`config.mk`:
```
export PLATFORM = sky130hd
export DESIGN_NAME = divu_bcd_conv
export DESIGN_NICKNAME = d
export VERILOG_FILES = /design/src/rtl/divu_bcd_conv.sv
export SDC_FILE = /design/constraint.sdc
export NUM_CORES = 1
export LEC_CHECK = 0
export ABC_AREA = 1
export BUFFER_PORTS_ARGS = -buffer_cell sky130_fd_sc_hd__buf_4
export CORE_MARGIN = 2
export CORE_UTILIZATION = 31
export CTS_CLUSTER_SIZE = 20
export DETAILED_ROUTE_END_ITERATION = 10
export GPL_TIMING_DRIVEN = 0
export PLACE_DENSITY = 0.53
export SETUP_SLACK_MARGIN = 0.3
export SLEW_MARGIN = 0
export SYNTH_ARGS = -nofsm -noshare
export SYNTH_HDL_FRONTEND = slang
export SYNTH_SLANG_ARGS = --single-unit
```
`constraint.sdc`:
```
create_clock -name CLK_I -period 1.95 [get_ports CLK_I]
set_input_delay 0.39 -clock CLK_I [delete_from_list [all_inputs] [get_ports CLK_I]]
set_output_delay 0.39 -clock CLK_I [all_outputs]
set_load 0.02 [all_outputs]
```
`src/rtl/divu_bcd_conv.sv`:
```
// Sequential binary-to-BCD converter (shift-add-3), one input bit per clock.
// Optional build macro BCD_BLANK_EN replaces leading zero digits with 4'hF.
//
// state      | meaning
// -----------+-----------------------------------------------------------
// ST_IDLE    | waiting for START_I; BCD_O holds the previous result
// ST_CONVERT | one shift-add-3 iteration per clock, counter counts down
// ST_DONE    | DONE_O high for this single cycle, then back to ST_IDLE
module divu_bcd_conv #(
    parameter int WIDTH  = 8,
    parameter int DIGITS = 3
) (
    input  logic                  CLK_I,
    input  logic                  RST_N_I,
    input  logic                  START_I,
    input  logic [WIDTH-1:0]      BIN_I,
    output logic                  BUSY_O,
    output logic                  DONE_O,
    output logic [4*DIGITS-1:0]   BCD_O
);

    localparam int BW = 4 * DIGITS;
    localparam int SW = BW + WIDTH;
    localparam int CW = $clog2(WIDTH + 1);

    localparam logic [1:0] ST_IDLE    = 2'd0;
    localparam logic [1:0] ST_CONVERT = 2'd1;
    localparam logic [1:0] ST_DONE    = 2'd2;

    localparam logic [CW-1:0] CNT_ONE  = CW'(1);
    localparam logic [CW-1:0] CNT_LOAD = CW'(WIDTH);

    function automatic longint pow10(input int n);
        longint r;
        r = 1;
        for (int i = 0; i < n; i++) begin
            r = r * 10;
        end
        return r;
    endfunction

    if (pow10(DIGITS) <= ((longint'(1) << WIDTH) - 1)) begin : g_bad_digits
        $error("divu_bcd_conv: DIGITS=%0d too small for WIDTH=%0d", DIGITS, WIDTH);
    end

    logic [1:0]    state_q;
    logic [SW-1:0] shift_q;
    logic [CW-1:0] cnt_q;
    logic          busy_q;
    logic          done_q;
    logic [BW-1:0] bcd_q;

    logic [SW-1:0] adj;
    logic [SW-1:0] shift_nxt;
    logic [BW-1:0] bcd_final;
    logic [BW-1:0] bcd_out;

    // Digits are corrected independently; no carry crosses a digit boundary.
    always_comb begin
        adj = shift_q;
        for (int d = 0; d < DIGITS; d++) begin
            if (shift_q[WIDTH + 4*d +: 4] >= 4'd5) begin
                adj[WIDTH + 4*d +: 4] = shift_q[WIDTH + 4*d +: 4] + 4'd3;
            end
        end
        shift_nxt = adj << 1;
        bcd_final = shift_nxt[SW-1:WIDTH];
    end

`ifdef BCD_BLANK_EN
    // Blank every zero digit above the most significant nonzero one; digit 0 always shows.
    always_comb begin
        logic nz;
        bcd_out = bcd_final;
        nz      = 1'b0;
        for (int d = DIGITS - 1; d >= 1; d--) begin
            nz = nz | (bcd_final[4*d +: 4] != 4'd0);
            if (!nz) begin
                bcd_out[4*d +: 4] = 4'hF;
            end
        end
    end
`else
    always_comb begin
        bcd_out = bcd_final;
    end
`endif

    always_ff @(posedge CLK_I or negedge RST_N_I) begin
        if (!RST_N_I) begin
            state_q <= ST_IDLE;
            shift_q <= '0;
            cnt_q   <= '0;
            busy_q  <= 1'b0;
            done_q  <= 1'b0;
            bcd_q   <= '0;
        end else begin
            case (state_q)
                ST_IDLE: begin
                    if (START_I) begin
                        state_q <= ST_CONVERT;
                        shift_q <= {{BW{1'b0}}, BIN_I};
                        cnt_q   <= CNT_LOAD;
                        busy_q  <= 1'b1;
                    end
                end
                ST_CONVERT: begin
                    shift_q <= shift_nxt;
                    cnt_q   <= cnt_q - CNT_ONE;
                    if (cnt_q == CNT_ONE) begin
                        bcd_q   <= bcd_out;
                        done_q  <= 1'b1;
                        state_q <= ST_DONE;
                    end
                end
                ST_DONE: begin
                    done_q  <= 1'b0;
                    busy_q  <= 1'b0;
                    state_q <= ST_IDLE;
                end
                default: begin
                    done_q  <= 1'b0;
                    busy_q  <= 1'b0;
                    state_q <= ST_IDLE;
                end
            endcase
        end
    end

    assign BUSY_O = busy_q;
    assign DONE_O = done_q;
    assign BCD_O  = bcd_q;

endmodule

```
==> flow_metrics.env <==
export IMPL_rsz0062_at_grt="no"
export IMPL_crit_arrival_ns=1.63
export IMPL_yosysTopAreaCell="dfrtp_1"
export IMPL_grt_use_total_pct=13.7
export IMPL_grt_max_degree=41
export IMPL_power_density_nw_per_um2=1640
export IMPL_area_growth_pct=19.1
export IMPL_setup_violations=0
export IMPL_cp_top_family="flip-flops"
export IMPL_holdBufCountCts=0
export IMPL_synthTopCellsByArea="dfrtp_1 53%, nand2_1 18%, nand3_1 7.1%"
export IMPL_syn_inst=226
export IMPL_dp_hpwl_mm=2.70
export IMPL_worstSetupStartpointType="flop"
export IMPL_final_common_cell="nand2_1"
export IMPL_clk_pin_slew_ns=0.08
export IMPL_crit_path_end_kind="flop"
export IMPL_clkSinkCount=40
export IMPL_initial_core_util_pct=32.1
export IMPL_maxSlewHeadroom_pct=65.3
export IMPL_p_sw_share_pct=42.5
export IMPL_crit_type="reg2reg"
export IMPL_fmax_ghz=0.720
export IMPL_p_leak_nw=1.19
export IMPL_hp_class="in2async"
export IMPL_dp_slack_ns=0.597
export IMPL_worst_slew_pin_slew_ns=0.521
export IMPL_ys_warn_count=0
export IMPL_postRouteWirelength_mm=4.01
export IMPL_first_global_vias=1489
export IMPL_die_area_um2=6780
export IMPL_crit_fanout=6
export IMPL_ys_ff_latch=40
export IMPL_firstDrtPassIters=4
export IMPL_grt_pass1_wl_mm=6.83
export IMPL_cts_resized=0
export IMPL_drtIter0Drc=69
export IMPL_fp_dieH_um=82.3
export IMPL_drive_gt1_share_pct=16.7
export IMPL_fin_util_pct=38.3
export IMPL_die_w_um=82.3
export IMPL_ys_seq_area_share_pct=52.6
export IMPL_critical_path_slowest_cell="dfrtp_1"
export IMPL_row_count=28
export IMPL_fin_total_pwr_mw=3.71
export IMPL_worst_clock_skew_ns=0.00617
export IMPL_hold_violations=0
export IMPL_routed_via_density=4.58
export IMPL_ff2ff_path_depth=7
export IMPL_status="completed"
export IMPL_overflow=0
export IMPL_synth_top_area_share_pct=52.6
export IMPL_synth_distinct_cells=18
export IMPL_ios=25
export IMPL_cap_violations=0
export IMPL_layout_setup_ws_ns=0.562
export IMPL_place_congestion=0.785
export IMPL_r2r_start="shift_q[12]"
export IMPL_path_depth=7
export IMPL_p_sw_mw=1.58
export IMPL_slowest_delay_ns=0.45
export IMPL_worstPathRequired_ns=2.19
export IMPL_fin_crit_sh_pct=71.2
export IMPL_cpMostUsedCell="nand2_1"
export IMPL_cp_num_buf_inv=1
export IMPL_via_count=1524
export IMPL_drc=0
export IMPL_wl_per_cell_um=12.0
export IMPL_crit_chain="inv_1 > ha_1 > nand2_1 > nand2_1 > o21ai_0 > nand2_1 > nand2_1"
export IMPL_regToRegSetupSlack_ns=0.56
export IMPL_vdd_drop_max_v=0.000557
export IMPL_synth_fp_nets=245
export IMPL_numCtsBuffers=5
export IMPL_maxSlewViolCount=0
export IMPL_layout_common_cells="91 x nand2_1, 40 x dfrtp_1, 27 x nand3_1"
export IMPL_p_seq_share_pct=38.0
export IMPL_antenna_found_initial=0
export IMPL_insertion_delay_ns=0.30
export IMPL_avgSynthCellArea_um2=8.42
export IMPL_port_buffers=24
export IMPL_worstSetupStartpoint="shift_q[12]"
export IMPL_p_clk_share_pct=15.5
export IMPL_fin_crit_ns=1.39
export IMPL_p_int_mw=2.13
export IMPL_htreeDepth=2
export IMPL_num_antenna_cells=0
export IMPL_crit_path_end="shift_q[16]"
export IMPL_pwr_share_comb_pct=46.5
export IMPL_cts_buffer_depth=2
export IMPL_nets=276
export IMPL_tns_ns=0
export IMPL_cts_tree="yes"
export IMPL_drtAntennaViolNets=0
export IMPL_cts_setup_buffers=0
export IMPL_core_region_area_um2=5920
export IMPL_r2r_end="shift_q[16]"
export IMPL_cts_root_buf="clkbuf_8"
export IMPL_netlist_area_um2=1900
-- cell usage after synthesis --
| master | count |
|---|---|
| buf_4 | 2 |
| buf_6 | 2 |
| dfrtp_1 | 40 |
| ha_1 | 8 |
| inv_1 | 19 |
| inv_2 | 4 |
| nand2_1 | 91 |
| nand2_2 | 1 |
| nand2_4 | 2 |
| nand3_1 | 27 |
| nand4_1 | 4 |
| nor2_1 | 3 |
| nor2_2 | 1 |
| nor2_4 | 1 |
| o211ai_1 | 1 |
| o21ai_0 | 14 |
| o22ai_1 | 5 |
| xnor2_1 | 1 |
-- routing by layer --
metal  global-route usage (%)  vias up  routed length, um
met2                     21.8       24               1860
met3                     3.15        7                147
met5                        0        -                  0
met4                     7.00        0                 96
li1                         -      786                  -
met1                     17.3      707               1900
-- stage by stage --
step	cells	hold slack (ns)	area, um2
floorplan	226	0.0944	1900
global placement	325	0.410	2180
detailed placement	325	0.408	2180
CTS	333	0.0818	2270
global route	333	0.101	2270
finish	333	0.0626	2270
-- cell type report --
| class | instances | area (um2) |
|---|---|---|
| clock buffer | 8 | 90.1 |
| sequential | 40 | 1000 |
| timing repair buffer | 24 | 180 |
| inverter | 23 | 86.3 |
| multi-input combinational | 159 | 777 |
| buffer | 4 | 37.5 |
| tap | 75 | 93.8 |
| fill | 609 | 3650 |
-- power groups by stage --
stage          clock network [mW]  registers, mW  logic [mW]
3_5_place_dp                    0           1.43        1.75
3_3_place_gp                    0           1.42        1.72
4_1_cts                     0.598           1.41        1.75
2_1_floorplan                   0           1.54        1.09
5_1_grt                     0.635           1.46        1.98
6_report                    0.575           1.41        1.72
-- sequential cells by signal, indices dropped and copies added (netlist names) --
register / flops
shift_q: 20
BCD_O: 12
cnt_q: 4
state_q: 2
BUSY_O: 1
DONE_O: 1
-- worst register-to-register path: cells and delay by family (launching register included) --
kind	cells	cell delay, ns
AOI/OAI and AO/OA	1	0.25
adders and majority gates	1	0.23
buffers and inverters	1	0.09
DFF	1	0.45
and+or+nand+nor	4	0.32
-- how the worst min path moves through the flow --
stage	startpoint	endpoint	cells past startpoint
3_3_place_gp	RST_N_I	shift_q[4]	1
6_report	RST_N_I	shift_q[4]	1
5_1_grt	RST_N_I	shift_q[0]	1
4_1_cts	RST_N_I	shift_q[4]	1
3_5_place_dp	RST_N_I	shift_q[4]	1
2_1_floorplan	RST_N_I	BCD_O[0]	0
-- cells by family (layout without fill, tap and decap cells) --
| logic type | Yosys count | in the layout | share of synthesized area, % |
|---|---|---|---|
| compound gates | 20 | 20 | 5.72 |
| xor+xnor | 1 | 1 | 0.461 |
| fa+ha+maj | 8 | 8 | 5.26 |
| buf+inv | 27 | 59 | 6.51 |
| flops | 40 | 40 | 52.6 |
| simple gates | 130 | 130 | 29.4 |
(Power assumes the default switching activity.)
